==> config.mk <==
export PLATFORM = sky130hd
export DESIGN_NAME = stream_slave_capture
export DESIGN_NICKNAME = d
export VERILOG_FILES = /design/src/rtl/stream_slave_capture.sv
export SDC_FILE = /design/constraint.sdc
export NUM_CORES = 1
export LEC_CHECK = 0
export ABC_CLOCK_PERIOD_IN_PS = 3900
export CELL_PAD_IN_SITES_DETAIL_PLACEMENT = 1
export CELL_PAD_IN_SITES_GLOBAL_PLACEMENT = 2
export CORE_ASPECT_RATIO = 0.5
export CORE_UTILIZATION = 48
export DETAILED_ROUTE_END_ITERATION = 8
export PLACE_DENSITY_LB_ADDON = 0.3
export SETUP_SLACK_MARGIN = 0.5
export SLEW_MARGIN = 20
export SYNTH_ARGS = -nofsm -noshare
export SYNTH_HDL_FRONTEND = slang
export SYNTH_SLANG_ARGS = --single-unit
==> constraint.sdc <==
create_clock -name clk -period 3.9 [get_ports clk]
set_input_delay 0.78 -clock clk [delete_from_list [all_inputs] [get_ports clk]]
set_output_delay 0.78 -clock clk [all_outputs]
set_load 0.02 [all_outputs]
==> src/rtl/stream_slave_capture.sv <==
// AXI-Stream frame sink: FWFT FIFO for a local reader, frame length/count and overrun discard.
// Define STREAM_SUM_EN to add per-frame signed R/I sums (frame_sum_r, frame_sum_i).
module stream_slave_capture #(
  parameter int C_S_AXIS_TDATA_WIDTH = 32,
  parameter int FIFO_DEPTH           = 16,
  parameter int MAX_FRAME_LEN        = 2048,
  parameter int LEN_W                = 12
) (
  input  logic                              clk,
  input  logic                              resetn,
  input  logic [C_S_AXIS_TDATA_WIDTH-1:0]   S_AXIS_TDATA,
  input  logic [C_S_AXIS_TDATA_WIDTH/8-1:0] S_AXIS_TSTRB,
  input  logic                              S_AXIS_TLAST,
  input  logic                              S_AXIS_TVALID,
  output logic                              S_AXIS_TREADY,
  input  logic                              rd_en,
  output logic [C_S_AXIS_TDATA_WIDTH-1:0]   rd_data,
  output logic                              rd_last,
  output logic                              rd_empty,
  output logic                              frame_done,
  output logic [LEN_W-1:0]                  frame_len,
  output logic [LEN_W-1:0]                  frame_cnt,
  output logic                              frame_err,
  output logic [1:0]                        err_sticky,
  input  logic                              err_clear
`ifdef STREAM_SUM_EN
  ,
  output logic signed [C_S_AXIS_TDATA_WIDTH/2+LEN_W-1:0] frame_sum_r,
  output logic signed [C_S_AXIS_TDATA_WIDTH/2+LEN_W-1:0] frame_sum_i
`endif
);

  localparam int W     = C_S_AXIS_TDATA_WIDTH;
  localparam int HW    = W / 2;
  localparam int SW    = HW + LEN_W;
  localparam int PTR_W = $clog2(FIFO_DEPTH);

  localparam logic [1:0] ST_IDLE    = 2'd0;
  localparam logic [1:0] ST_FRAME   = 2'd1;
  localparam logic [1:0] ST_DISCARD = 2'd2;

  logic [1:0]       state_q, state_d;
  logic [LEN_W-1:0] cnt_q, cnt_d;
  logic [LEN_W:0]   cnt_inc;
  logic [PTR_W-1:0] wr_ptr_q, rd_ptr_q;
  logic [PTR_W:0]   count_q, count_d;
  logic             tready_q, tready_d;
  logic             done_q, err_q;
  logic [LEN_W-1:0] len_q, fcnt_q;
  logic [1:0]       sticky_q, sticky_d;
  logic [W:0]       mem [FIFO_DEPTH];
  logic [W:0]       head;
  logic             accept, wr_en, rd_fire, empty, good_end, overrun, strb_bad;

  assign accept   = S_AXIS_TVALID & tready_q;
  assign wr_en    = accept & (state_q != ST_DISCARD);
  assign empty    = (count_q == '0);
  assign rd_fire  = rd_en & ~empty;
  assign strb_bad = (S_AXIS_TSTRB != '1);
  // cnt_q is 0 whenever the FSM is in IDLE, so cnt_inc is also the single-beat length.
  assign cnt_inc  = {1'b0, cnt_q} + (LEN_W+1)'(1);

  always_comb begin
    // NOTE: every signal gets a default first so no path through the case infers a latch.
    state_d  = state_q;
    cnt_d    = cnt_q;
    good_end = 1'b0;
    overrun  = 1'b0;
    if (accept) begin
      case (state_q)
        ST_IDLE: begin
          if (S_AXIS_TLAST) begin
            good_end = 1'b1;
          end else begin
            state_d = ST_FRAME;
            cnt_d   = LEN_W'(1);
          end
        end
        ST_FRAME: begin
          if (S_AXIS_TLAST) begin
            state_d  = ST_IDLE;
            cnt_d    = '0;
            good_end = 1'b1;
          end else if (cnt_inc == (LEN_W+1)'(MAX_FRAME_LEN)) begin
            state_d = ST_DISCARD;
            cnt_d   = '0;
            overrun = 1'b1;
          end else begin
            cnt_d = cnt_inc[LEN_W-1:0];
          end
        end
        ST_DISCARD: begin
          if (S_AXIS_TLAST) state_d = ST_IDLE;
        end
        default: begin
          state_d = ST_IDLE;
          cnt_d   = '0;
        end
      endcase
    end

    count_d  = count_q + (PTR_W+1)'(wr_en) - (PTR_W+1)'(rd_fire);
    // Ready is registered from next state so TVALID never reaches TREADY combinationally.
    tready_d = (state_d == ST_DISCARD) | (count_d != (PTR_W+1)'(FIFO_DEPTH));
    sticky_d[0] = (sticky_q[0] & ~err_clear) | overrun;
    sticky_d[1] = (sticky_q[1] & ~err_clear) | (accept & strb_bad);
  end

  // NOTE: sequential state uses non-blocking assignments so every flop samples pre-edge values.
  always_ff @(posedge clk or negedge resetn) begin
    if (!resetn) begin
      state_q  <= ST_IDLE;
      cnt_q    <= '0;
      wr_ptr_q <= '0;
      rd_ptr_q <= '0;
      count_q  <= '0;
      tready_q <= 1'b0;
      done_q   <= 1'b0;
      err_q    <= 1'b0;
      len_q    <= '0;
      fcnt_q   <= '0;
      sticky_q <= '0;
    end else begin
      state_q  <= state_d;
      cnt_q    <= cnt_d;
      count_q  <= count_d;
      tready_q <= tready_d;
      done_q   <= good_end;
      err_q    <= overrun;
      sticky_q <= sticky_d;
      if (wr_en)   wr_ptr_q <= wr_ptr_q + PTR_W'(1);
      if (rd_fire) rd_ptr_q <= rd_ptr_q + PTR_W'(1);
      if (good_end) begin
        len_q  <= cnt_inc[LEN_W-1:0];
        fcnt_q <= fcnt_q + LEN_W'(1);
      end
    end
  end

  // NOTE: storage is not reset; rd_data/rd_last are masked while empty instead.
  always_ff @(posedge clk) begin
    if (wr_en) mem[wr_ptr_q] <= {S_AXIS_TLAST, S_AXIS_TDATA};
  end

  assign head          = mem[rd_ptr_q];
  assign rd_data       = empty ? '0 : head[W-1:0];
  assign rd_last       = ~empty & head[W];
  assign rd_empty      = empty;
  assign S_AXIS_TREADY = tready_q;
  assign frame_done    = done_q;
  assign frame_err     = err_q;
  assign frame_len     = len_q;
  assign frame_cnt     = fcnt_q;
  assign err_sticky    = sticky_q;

`ifdef STREAM_SUM_EN
  logic signed [SW-1:0] beat_r, beat_i, acc_r_q, acc_i_q, acc_r_nxt, acc_i_nxt;
  logic signed [SW-1:0] sum_r_q, sum_i_q;

  assign beat_r    = {{LEN_W{S_AXIS_TDATA[W-1]}}, S_AXIS_TDATA[W-1:HW]};
  assign beat_i    = {{LEN_W{S_AXIS_TDATA[HW-1]}}, S_AXIS_TDATA[HW-1:0]};
  // The first beat of a frame restarts the accumulators rather than adding to them.
  assign acc_r_nxt = (state_q == ST_IDLE) ? beat_r : acc_r_q + beat_r;
  assign acc_i_nxt = (state_q == ST_IDLE) ? beat_i : acc_i_q + beat_i;

  always_ff @(posedge clk or negedge resetn) begin
    if (!resetn) begin
      acc_r_q <= '0;
      acc_i_q <= '0;
      sum_r_q <= '0;
      sum_i_q <= '0;
    end else begin
      if (wr_en) begin
        acc_r_q <= acc_r_nxt;
        acc_i_q <= acc_i_nxt;
      end
      if (good_end) begin
        sum_r_q <= acc_r_nxt;
        sum_i_q <= acc_i_nxt;
      end
    end
  end

  assign frame_sum_r = sum_r_q;
  assign frame_sum_i = sum_i_q;
`endif

endmodule

==> metrics <==
status finished, final reports clean; clock latency at the later pin of the worst-skew pair 0.58 ns; most frequent cells in the layout edfxtp_1, mux4_2, clkdlybuf4s50_1; GRT Overall Usage 0.230; Starting Density 0.489; H-Tree Level Count 2; RR Startpoint count_q[3]; Critical Setup Path Class reg2out; Peak Freq 276 MHz; syn_nets 1135; commonest non-fill, non-tap cell in the layout edfxtp_1; Worst Setup End Kind primary output; initial antenna violation count 1; sequential-to-total area share from yosys stat 0.750; Final Util 0.581; EDFF count, synth 528; register share of total power 0.392; Least-Margin Pin Slew 0.926 ns; CP required 3.12 ns; clock buffer depth 3; CP endpoint rd_data[31]; Logic pwr share 0.364; Final Instance Area 0.0274 mm²; reg2reg end S_AXIS_TREADY; synth warn 0; sw frac 0.305; Net Sw Power 6.16 mW; Critical Path Source Type flip-flop; io pins 105; max-cap violations 0; Nets 1307; share of layout cells above drive strength 1 0.289; CP Max Fanout 9; worst r2r path cells 16; Pins Over Slew Limit 0; # rows 56; flop2flop setup slack 1.01 ns; Mean Syn Cell Area 21.3 µm²; total routed wirelength 55300 µm; CORE AREA 0.0471 mm²; worst-case vdd ir drop 340 µV; vias in the first global route 12300; WP data arrival 2.85 ns; Pwr per Cell Area 739 mW/mm²; Synth cell types 49; final number of hold-violating endpoints 0; CP max stage cell dfrtp_4; First DRT Iteration DRCs 1164; Final Setup Violations 0; TritonCTS clock tree built; Post-synth ARST share 0.0959; Filler cells 3988; Clock transition at path regs 0.07 ns; internal power 14.1 mW; met2 GRT Util 0.393; Worst path top cell family by delay multiplexers; post-synthesis cell count 1079; crit path time final 3.63 ns; Vias 11300; clk sinks 584; met1 Use GR 0.319; clock root buffer clkbuf_16; CP bufs+invs 4; Vias/cell 5.87; die height 157 µm; setup tns final 0 ns; Critical path origin rd_ptr_q[0]; first-pass GRT wire length 80900 µm; Syn Std Cell Area 0.0230 mm²; number of buffers created by CTS 50; Slew headroom 0.383; Routed Antenna Nets 0; drt drc 0; ys flop type edfxtp_1; unrepaired setup endpoints after global routing true; RD Place Congestion 0.792; full die area 0.0489 mm²; fin crit share 0.930; GR Util met3 0.0353; dpl cell area 0.0252 mm²; First-pass DRT Iterations 5; # port buffers 104; Clock power frac 0.244; pin count of the biggest net entering global routing 40; CP Depth 7; WL/cell 28.7 µm; GRT busiest layer met2; flops & latches, synth 584; HPWL after DPL 28900 µm; Worst Skew 0.0116 ns; P_leak 9.12 nW; largest stage delay on the critical path 0.50 ns; crit path cell chain buf_12 -> buf_16 -> buf_12 -> mux4_2 -> mux4_2 -> nor2b_1 -> buf_2; synthesis-to-finish area growth 19.0%; GRT Residual Overflow 0; Die X 312 µm; hold crit path type in2async
==> layer usage <==
metal  wire length [µm]  vias up
li1                   -     4748
met1              23500     6143
met2              28200      367
met3               2830       62
met4                701        0
met5                  0        -
==> cells by family after synthesis <==
logic type	count (synthesis)	synth area share
buf+inv	77	0.0159
fa+ha+maj	14	0.00794
mux	170	0.164
xor+xnor	31	0.0118
flops	584	0.750
simple gates	151	0.0367
compound gates	52	0.0136
==> final cells by class <==
type	count	area, µm²	share of cell area
sequential	584	17300	0.631
multi-input combinational	418	5430	0.198
timing repair buffer	177	2210	0.0809
clock buffer	65	1330	0.0485
tap	638	798	0.0292
clock inverter	25	251	0.00919
inverter	20	75.1	0.00274
antenna	1	2.50	0.0000914
==> registers in the layout (all words and copies together), names as in the netlist <==
name           flops
frame_len         12
frame_cnt         12
rd_ptr_q           4
S_AXIS_TREADY      1
mem              528
wr_ptr_q           4
count_q            5
err_sticky         2
frame_done         1
state_q            2
frame_err          1
cnt_q             12
==> timing repair <==
action,in CTS,in global routing
buffers inserted,14,6
gates resized for setup,169,9
endpoints found under the setup margin,34,34
pin swaps,0,0
hold buffers,0,0
gates cloned,10,2
==> power by group through the flow <==
| stage | clock (mW) | sequential [mW] | combinational [mW] |
|---|---|---|---|
| after floorplan | 0 | 7.94 | 4.31 |
| after global placement | 0 | 8.04 | 6.54 |
| after detailed placement | 0 | 8.10 | 6.68 |
| after CTS | 5.02 | 7.92 | 7.22 |
| after global routing | 5.23 | 7.98 | 7.79 |
| final | 4.94 | 7.92 | 7.37 |
==> cell usage after synthesis (2+ instances only) <==
library cell / count / area share
nor2b_1: 36 / 0.0098
nor3_1: 2 / 0.00044
dfrtp_1: 56 / 0.061
clkbuf_1: 24 / 0.0039
and2_1: 20 / 0.0054
a21oi_1: 8 / 0.0017
xnor2_1: 20 / 0.0076
inv_1: 20 / 0.0033
o31ai_1: 3 / 0.00098
ha_1: 13 / 0.0071
mux4_2: 165 / 0.16
buf_1: 7 / 0.0011
and3_1: 10 / 0.0027
nor2_1: 14 / 0.0023
nand2_1: 37 / 0.0060
xor2_1: 11 / 0.0042
a31oi_1: 3 / 0.00082
or3_1: 3 / 0.00082
nand3_1: 11 / 0.0024
mux2_2: 2 / 0.00098
mux2i_1: 2 / 0.00087
buf_2: 18 / 0.0039
buf_6: 7 / 0.0034
edfxtp_1: 528 / 0.69
a21o_1: 2 / 0.00065
o21ai_0: 28 / 0.0061
nand2b_1: 2 / 0.00054
nand4_1: 6 / 0.0016
==> stage by stage <==
stage / total power, mW / hold WS, ns / cells / setup slack (ns)
6_report: 20.2 / 0.339 / 1928 / 0.271
5_1_grt: 21.0 / 0.409 / 1928 / 0.215
4_1_cts: 20.2 / 0.353 / 1919 / 0.251
3_5_place_dp: 14.8 / 0.475 / 1805 / 0.385
3_3_place_gp: 14.6 / 0.459 / 1805 / 0.436
2_1_floorplan: 12.3 / 0.484 / 1079 / 1.00
==> worst min path at each step <==
stage                        startpoint       endpoint  slack (ns)  depth (start not counted)
after floorplan                  resetn  S_AXIS_TREADY        0.48                          0
after global placement    frame_cnt[11]  frame_cnt[11]        0.46                          1
after detailed placement   frame_len[2]   frame_len[2]        0.48                          2
after CTS                        resetn   frame_len[8]        0.35                          1
after global routing             resetn   frame_len[7]        0.41                          1
final                            resetn   frame_len[8]        0.34                          1
(Power assumes the default switching activity.)
